`src/rtl/store_write_buffer.sv`:
```
// store_write_buffer: posted-store FIFO draining oldest-first to memory, with
// same-cycle load search that forwards from word stores or stalls on partial ones.
module store_write_buffer #(
  parameter int ADDR_WIDTH = 32,
  parameter int DATA_WIDTH = 32,
  parameter int DEPTH      = 4
) (
  input  logic                       clk,
  input  logic                       rst_n,
  input  logic                       st_valid,
  output logic                       st_ready,
  input  logic [ADDR_WIDTH-1:0]      st_addr,
  input  logic [DATA_WIDTH-1:0]      st_data,
  input  logic [2:0]                 st_mode,
  input  logic                       ld_valid,
  input  logic [ADDR_WIDTH-1:0]      ld_addr,
  input  logic [2:0]                 ld_mode,
  output logic                       ld_fwd_hit,
  output logic [DATA_WIDTH-1:0]      ld_fwd_data,
  output logic                       ld_stall,
  output logic                       mem_we,
  output logic [ADDR_WIDTH-1:0]      mem_addr,
  output logic [DATA_WIDTH-1:0]      mem_wd,
  output logic [2:0]                 mem_mode,
  input  logic                       mem_ready,
  output logic [$clog2(DEPTH):0]     count,
  output logic                       empty
);
  localparam int PW = $clog2(DEPTH);
  localparam int CW = PW + 1;
  logic [ADDR_WIDTH-1:0] addr_q [DEPTH];
  logic [DATA_WIDTH-1:0] data_q [DEPTH];
  logic [2:0]            mode_q [DEPTH];
  logic [PW-1:0]         head_q, head_d, tail_q, tail_d, sel;
  logic [CW-1:0]         count_q, count_d;
  logic                  push, pop, found, is_word;
  logic [DATA_WIDTH-1:0] w, sh_b, sh_h, ext;
  assign count    = count_q;
  assign empty    = count_q == '0;
  assign st_ready = count_q != CW'(DEPTH);
  assign mem_we   = !empty;
  assign mem_addr = mem_we ? addr_q[head_q] : '0;
  assign mem_wd   = mem_we ? data_q[head_q] : '0;
  assign mem_mode = mem_we ? mode_q[head_q] : '0;
  assign push     = st_valid && st_ready && st_mode <= 3'b010;
  assign pop      = mem_we && mem_ready;
  always_comb begin
    head_d  = pop ? head_q + 1'b1 : head_q;
    tail_d  = push ? tail_q + 1'b1 : tail_q;
    count_d = count_q + CW'(push) - CW'(pop);
  end
  always_ff @(posedge clk) begin
    if (!rst_n) begin
      head_q  <= '0;
      tail_q  <= '0;
      count_q <= '0;
    end else begin
      head_q  <= head_d;
      tail_q  <= tail_d;
      count_q <= count_d;
      if (push) begin
        addr_q[tail_q] <= st_addr;
        data_q[tail_q] <= st_data;
        mode_q[tail_q] <= st_mode;
      end
    end
  end
  // Walk oldest to youngest so the last match left standing is the youngest.
  always_comb begin
    found = 1'b0;
    sel   = head_q;
    for (int i = 0; i < DEPTH; i++)
      if (i < int'(count_q) && addr_q[head_q + PW'(i)][ADDR_WIDTH-1:2] == ld_addr[ADDR_WIDTH-1:2]) begin
        found = 1'b1;
        sel   = head_q + PW'(i);
      end
  end
  assign w       = data_q[sel];
  assign is_word = mode_q[sel] == 3'b010;
  assign sh_b    = w >> {ld_addr[1:0], 3'b000};
  assign sh_h    = w >> {ld_addr[1], 4'b0000};
  assign ext = ld_mode == 3'b000 ? {{(DATA_WIDTH-8){sh_b[7]}}, sh_b[7:0]} :
               ld_mode == 3'b001 ? {{(DATA_WIDTH-16){sh_h[15]}}, sh_h[15:0]} :
               ld_mode == 3'b010 ? w :
               ld_mode == 3'b100 ? DATA_WIDTH'(sh_b[7:0]) :
               ld_mode == 3'b101 ? DATA_WIDTH'(sh_h[15:0]) : '0;
  assign ld_fwd_hit  = ld_valid && found && is_word;
  assign ld_stall    = ld_valid && found && !is_word;
  assign ld_fwd_data = ld_fwd_hit ? ext : '0;
endmodule

```
`config.mk`:
```
export PLATFORM = sky130hd
export DESIGN_NAME = store_write_buffer
export DESIGN_NICKNAME = d
export VERILOG_FILES = /design/src/rtl/store_write_buffer.sv
export SDC_FILE = /design/constraint.sdc
export NUM_CORES = 1
export LEC_CHECK = 0
export CORE_MARGIN = 2
export CORE_UTILIZATION = 40
export CTS_BUF_LIST = sky130_fd_sc_hd__clkbuf_8
export CTS_CLUSTER_DIAMETER = 50
export DETAILED_ROUTE_END_ITERATION = 8
export GPL_ROUTABILITY_DRIVEN = 1
export PLACE_DENSITY = 0.62
export SETUP_SLACK_MARGIN = 0.1
export SLEW_MARGIN = 20
export SYNTH_ARGS = -nofsm -noshare
export SYNTH_HDL_FRONTEND = slang
export SYNTH_SLANG_ARGS = --single-unit
export TNS_END_PERCENT = 1
```
`constraint.sdc`:
```
create_clock -name clk -period 4.55 [get_ports clk]
set_input_delay 0.455 -clock clk [delete_from_list [all_inputs] [get_ports clk]]
set_output_delay 0.455 -clock clk [all_outputs]
set_load 0.005 [all_outputs]
```
==> summary.txt, run 1 <==
Outcome
  • Outcome: complete, but fails checks
  • Failing checks: negative setup slack

Power
  • Leakage: ~8.5 nW
  • Sequential Power Share: 0.266
  • Clock network power share: 0.218
  • Max rail drop VDD: ~0.00027 V
  • Net Sw Frac: 0.342
  • Switching power: 0.00379 W
  • PwrDens: around 460 nW/um^2
  • Gate power share: 0.516
  • Pint: a little over 0.007 W

Yosys
  • EDFF count, synth: ~270
  • Dominant cell type by area after synthesis: edfxtp_1
  • Post-synth top cells: edfxtp_1, mux4_2, xnor2_1, mux2i_1, nor2b_1
  • Top cells by area, synth: edfxtp_1, mux4_2, xnor2_1
  • Post-synth top flop: edfxtp_1
  • #FFs+latches synth: 277
  • Cell Area, Synth: around 17,000 sq um
  • Sequential element share of the synthesized area: 0.474
  • Syn Area/Cell: 13.4 sq um
  • Post-synth cell types: 84
  • YS warnings: 0
  • FFs w/ async S/R, synth: 0
  • Post-Synthesis Cells: ~1,300
  • Post-synth top area share: 0.464
  • Synthesized Nets: roughly 1,400
  • Top-count cell post-synth: edfxtp_1

Min path
  • WHS Endpoint: addr_q[2][6]
  • Hold path depth: 1
  • Min-Delay Path Class: in2reg
  • Hold Startpoint: st_addr[6]

Die
  • Initial core utilization: 0.404
  • Die ar.: ~45,000 sq um
  • IO Count: between 200 and 250
  • Core ar.: roughly 43,000 sq um
  • Die Y-Extent: 212 microns
  • Die width: 212 microns
  • # rows: 76

STA
  • Slew HR: 0.467
  • Least-Margin Pin Slew: 0.799 ns
  • FMAX: ~0.18 GHz
  • # setup viols final: 34
  • Final worst slack: -1.05 ns
  • Clock Skews: roughly 0.031 ns
  • Final period util: 1.23
  • Fin crit period: 5.60 ns
  • Hold Vio Cnt, Final: 0
  • RSZ-0062 raised after global routing: yes
  • Slew Limit Fails: 0

Layout
  • Register area: roughly 8200 sq um
  • Fin util: 0.562
  • Non-filler cells, final: 2,448
  • Nets: approximately 1,900
  • Area grow syn2layout: 39.1%
  • Area of the multi-input gates: 8820 sq um
  • FILL cells: 3,580
  • Layout cell share with drive strength beyond 1: 0.377

Worst setup path
  • Reg2Reg Depth: 12
  • Worst-path maximum fanout: 7
  • Crit path capture type: primary output
  • CP Data Required Time: just over 4 ns
  • Reg-to-reg startpoint: count[0]
  • Critical Path AT: between 5 and 6 ns
  • Critical Path Start Type: flop
  • CP Class: reg2out
  • Worst R2R End: count[2]
  • Worst reg-to-reg setup slack: around 1.5 ns

Clock tree
  • CTS buffer count: 51
  • H-tree levels: 2
  • Root buffer cell: clkbuf_8
  • CTS tree: built
  • CTS Buffer Depth: 3
  • Reg clk slew, reported paths: ~0.06 ns
  • Clk sinks: 277
  • Worst skew pair latency: approximately 0.66 ns

Global route
  • Total GRT Usage: 0.254
  • Largest net degree at the start of global routing: 44
  • Vias in the first global route: about 14,000
  • First-pass GRT wire length: around 85,000 microns
  • Congestion Overflow GR: 0
  • Initial antenna violation count: 6

Job
  • Max Cap Viol: 0

Drt
  • Iter 0 DRT Violations: about 1,500
  • Post-route DRC: 0
  • Post-route ant nets: 0
  • First-pass iteration count of the detailed router: 6
  • Via/cell ratio: approximately 5.7
  • Wire per inst: 23.3 microns
  • Routed vias: 13,900
  • WL final: ~57,000 microns

Placement
  • Dpl cells: ~2,300
  • Port buffer count: approximately 210
  • Post-DP HPWL: about 41,000 microns
  • RD Place Congestion: 0.958
-- placed cells by master (no fill, tap or decap), types with 6 or more instances in the layout --
master           count
a22oi_1              7
clkdlybuf4s50_1    179
a211oi_1            11
a21o_1               9
ha_1                 8
buf_4              318
nor4_1               8
buf_6               26
mux2_2              14
o21ai_0             28
a31oi_1             10
clkbuf_8            51
mux2i_2              6
xnor2_1            100
diode_2              6
and2_1              12
xor2_1              18
clkinv_1            15
mux2i_1             81
a2111oi_0            8
nor3_1               8
edfxtp_1           268
buf_2               31
a21oi_2             22
mux4_2             126
nand4_1             25
o211ai_1            26
buf_12              21
nand2_1             57
inv_1               38
o22ai_1             11
nor2_1              30
a21oi_1             22
nand3_1             37
nor2b_1             73
-- cell type report --
class                   instances  share of cell area
multi-input cells             878               0.365
inverters                      26             0.00404
well taps                     585              0.0303
flip-flops and latches        277               0.341
clock buffers                  51              0.0291
clock inverters                41              0.0130
repair buffers                584               0.216
diodes                          6            0.000622
-- cell families (layout without fill, tap and decap cells) --
| kind of cell | count (synthesis) | count (layout) | share of synthesized area |
|---|---|---|---|
| other | 0 | 6 | 0 |
| flip-flops | 277 | 277 | 0.474 |
| AND/OR/NAND/NOR | 292 | 292 | 0.0935 |
| XOR/XNOR | 122 | 122 | 0.0615 |
| buffers and inverters | 137 | 702 | 0.0424 |
| AO/OA/AOI/OAI | 220 | 220 | 0.0921 |
| adder cells (fa/ha/maj) | 9 | 9 | 0.00692 |
| multiplexers | 235 | 235 | 0.230 |
-- critical path, stage by stage, from the launching register on --
cell	delay, ns
dfxtp_4	0.41
buf_6	0.14
buf_16	0.13
mux4_2	0.54
xnor2_2	0.21
nand4_1	0.19
or4_4	0.57
or2_4	0.30
buf_6	0.12
a211oi_2	0.20
buf_4	0.15
nor3_4	0.05
buf_12	0.15
buf_12	0.13
buf_6	0.11
mux4_2	0.32
mux2i_1	0.20
a22oi_1	0.12
a32o_2	0.30
buf_2	0.13
-- worst max-delay path by stage --
stage / end / slack [ns] / from / cells after the start
after floorplan: ld_fwd_data[6] / 0.16 / head_q[0] / 16
after global routing: ld_fwd_data[4] / -1.21 / head_q[0] / 19
after CTS: ld_fwd_data[28] / -1.01 / head_q[0] / 21
after global placement: ld_fwd_data[0] / -1.12 / head_q[0] / 20
final: ld_fwd_data[1] / -1.05 / head_q[0] / 19
after detailed placement: ld_fwd_data[0] / -1.09 / head_q[0] / 20
-- power by group through the flow --
stage               sequential, W  clock [W]  combinational, W
floorplan                 0.00296          0           0.00288
global placement          0.00301          0           0.00520
detailed placement        0.00301          0           0.00523
CTS                       0.00294    0.00246           0.00565
global route              0.00295    0.00257           0.00605
finish                    0.00294    0.00241           0.00571
-- routing by layer --
| metal | share of wire | GRT usage |
|---|---|---|
| met1 | 0.43 | 0.353 |
| met3 | 0.072 | 0.0508 |
| met5 | 0.00019 | 0 |
| met4 | 0.029 | 0.0817 |
| met2 | 0.47 | 0.401 |
-- per-stage QoR --
step	setup slack [ns]	setup TNS [ns]	hold slack [ns]	total power [W]	cell area (sq um)
final	-1.05	-31.64	0.444	0.0111	24200
after global routing	-1.21	-37.46	0.418	0.0116	24100
after CTS	-1.01	-31.04	0.392	0.0110	24000
after detailed placement	-1.09	-29.50	0.570	0.00825	22300
after global placement	-1.12	-29.14	0.550	0.00821	22300
after floorplan	0.163	0	0.528	0.00584	17400
-- repair_timing --
action,CTS,global route
endpoints found under the setup margin,34,34
pin swaps,45,16
hold buffers,0,0
gates resized for setup,239,17
buffers inserted,40,3
cloned,3,0
hold endpoints to repair,0,0
-- flip-flops by register name, summed over array words and instances, names as in the netlist, named ones only --
name / cells
addr_q: 128
data_q: 128
mode_q: 12
count: 3
head_q: 2
tail_q: 2
Power figures use the tool's default switching activity.
==> run 2, diff against run 1 <==
--- a/config.mk
+++ b/config.mk
@@ -17,4 +17,4 @@
 export SYNTH_ARGS = -nofsm -noshare
 export SYNTH_HDL_FRONTEND = slang
 export SYNTH_SLANG_ARGS = --single-unit
-export TNS_END_PERCENT = 1
+export TNS_END_PERCENT = 10
==> run 2 against run 1 <==
- the flow still finishes with violations (negative setup slack)
- cell area rose by 0.22%
- wire length barely moved
- critical path depth rose by 1
- clock skew fell by 0.0012 ns
- worst hold slack got worse by 0.0014 ns
- critical path type unchanged
- highest routed layer unchanged
==> summary.txt, run 2 (synthesis gave the netlist of run 1 again) <==
Outcome
  • Outcome: complete, but fails checks
  • Failing checks: negative setup slack

Min path
  • Min-Delay Path Class: in2reg
  • Hold Startpoint: st_addr[8]
  • WHS Endpoint: addr_q[1][8]
  • Hold path depth: 1 (unchanged)

Worst setup path
  • Worst-path maximum fanout: 9 (+2)
  • CP max stage cell: or4_4
  • Worst reg-to-reg setup slack: 1.51 ns (about the same)
  • Reg-to-reg startpoint: count[0]
  • Slowest stage delay, CP: 0.56 ns (about the same)
  • Crit path capture type: primary output
  • Reg2Reg Depth: 12 (unchanged)
  • Critical Path AT: 5.19 ns (+0.05 ns)
  • CP Cell Sequence: buf_12 > buf_4 > buf_6 > mux4_2 > xnor2_1 > nand4_1 > or4_4 > or2_4 > buf_6 > a211oi_2 > buf_4 > nor3_4 > buf_12 > buf_12 > buf_6 > mux4_2 > mux2i_1 > a22oi_1 > a32o_2 > buf_2
  • Worst path bufs/invs: 9 (+1)
  • CP delay by family, top: buffers and inverters
  • Worst R2R End: count[2]
  • CP Data Required Time: 4.09 ns (about the same)
  • Critical Path Start Type: flop
  • CP Class: reg2out

STA
  • Slew HR: 0.478 (+0.0112)
  • FMAX: 0.177 GHz (-0.89%)
  • # setup viols final: 34 (unchanged)
  • Setup TNS: -33.00 ns (-1.35 ns)
  • Final worst slack: -1.10 ns (-0.0502 ns)
  • Clock Skews: 0.0301 ns (-0.00123 ns)
  • Fin crit period: 5.65 ns (+0.0502 ns)
  • Final period util: 1.24 (+0.0110)
  • Slew Limit Fails: 0 (unchanged)
  • Least-Margin Pin Slew: 0.779 ns (-0.0196 ns)
  • Hold Vio Cnt, Final: 0 (unchanged)
  • Worst hold slack: 0.442 ns (-0.00142 ns)
  • RSZ-0062 raised after global routing: yes

Power
  • Leakage: 8.57 nW (+0.31%)
  • Max rail drop VDD: 0.000274 V (about the same)
  • PwrDens: 458 nW/um^2 (about the same)

Placement
  • Post-DP HPWL: 41,500 microns (unchanged)
  • Area after DPL: 22,300 sq um (unchanged)
  • RD Place Congestion: 0.958 (unchanged)
  • Port buffer count: 213 (unchanged)

Clock tree
  • Clk sinks: 277 (unchanged)
  • Root buffer cell: clkbuf_8
  • CTS tree: built
  • Reg clk slew, reported paths: 0.06 ns (about the same)
  • Hold-fix buffers, CTS: 0 (unchanged)
  • H-tree levels: 2 (unchanged)
  • CTS buffer count: 51 (unchanged)
  • CTS Buffer Depth: 3 (unchanged)
  • Worst skew pair latency: 0.66 ns (about the same)

Drt
  • Post-route DRC: 0 (unchanged)
  • Via/cell ratio: 5.67 (-0.20%)
  • Iter 0 DRT Violations: 1,418 (-2.8%)
  • Post-route ant nets: 0 (unchanged)
  • WL final: 57,100 microns (about the same)
  • Routed vias: 13,900 (-0.079%)
  • First-pass iteration count of the detailed router: 7 (+1)
  • Wire per inst: 23.3 microns (-0.13%)

Global route
  • Initial antenna violation count: 6 (unchanged)
  • First-pass GRT wire length: 85,200 microns (about the same)
  • Total GRT Usage: 0.254 (unchanged)
  • Congestion Overflow GR: 0 (unchanged)
  • Largest net degree at the start of global routing: 44 (unchanged)
  • Vias in the first global route: 14,100 (+0.014%)

Layout
  • Regs by FF count: addr_q (128), data_q (128), mode_q (12)
  • Nets: 1,937 (+0.16%)
  • Fin area: 24,200 sq um (+0.22%)
  • Most frequent cells in the layout: buf_4, edfxtp_1, clkdlybuf4s50_1
  • Layout cell share with drive strength beyond 1: 0.379 (+0.00154)
  • Commonest non-fill, non-tap cell in the layout: buf_4
  • Area grow syn2layout: 39.4%

Die
  • Die width: 212 microns (unchanged)
  • Die ar.: 45,100 sq um (unchanged)
  • IO Count: 214 (unchanged)
  • # rows: 76 (unchanged)
  • Die Y-Extent: 212 microns (unchanged)
  • Initial core utilization: 0.404 (unchanged)
  • Core ar.: 43,000 sq um (unchanged)

Job
  • Max Cap Viol: 0 (unchanged)
==> run 2: report_power, final <==
part	switching [W]	internal, W	leakage (nW)	total, W
logic	0.00265	0.00309	5.52	0.00574
registers	0.0000658	0.00288	2.49	0.00294
clock network	0.00108	0.00133	0.562	0.00241
==> run 2: worst max-delay path by stage <==
stage / slack, ns / end / startpoint / depth (start not counted)
after floorplan: 0.16 / ld_fwd_data[6] / head_q[0] / 16
after global placement: -1.12 / ld_fwd_data[0] / head_q[0] / 20
after detailed placement: -1.09 / ld_fwd_data[0] / head_q[0] / 20
after CTS: -1.01 / ld_fwd_data[28] / head_q[0] / 21
after global routing: -1.20 / ld_fwd_data[4] / head_q[0] / 19
final: -1.10 / ld_fwd_data[1] / head_q[0] / 20
==> run 2: layout make-up <==
class,count,area (sq um)
fill,3572,18800
multi-input combinational,878,8830
sequential,277,8240
timing repair buffer,587,5270
tap,585,732
clock buffer,51,702
clock inverter,41,314
inverter,26,97.6
antenna,6,15.0
==> run 2: what timing repair did <==
item | 4_1_cts | 5_1_grt
gates resized for setup | 239 | 20
buffers inserted | 40 | 6
cloned | 3 | 0
pin swaps | 45 | 16
setup endpoints to repair | 34 | 34
==> run 2: per-layer routing <==
metal | part of all wire | global-route usage | routed length, microns | up-vias
li1 | - | - | - | 6211
met5 | 0.00019 | 0 | 11 | -
met1 | 0.43 | 0.352 | 24500 | 7022
met3 | 0.073 | 0.0514 | 4180 | 83
met4 | 0.028 | 0.0827 | 1600 | 2
met2 | 0.47 | 0.401 | 26800 | 573
==> run 2: through the flow <==
stage	setup slack (ns)	util	std cells	total power, W
5_1_grt	-1.20	0.563	2450	0.0116
3_3_place_gp	-1.12	0.518	2304	0.00821
4_1_cts	-1.01	0.559	2439	0.0110
3_5_place_dp	-1.09	0.518	2304	0.00825
2_1_floorplan	0.163	-	1292	0.00584
6_report	-1.10	0.563	2451	0.0111
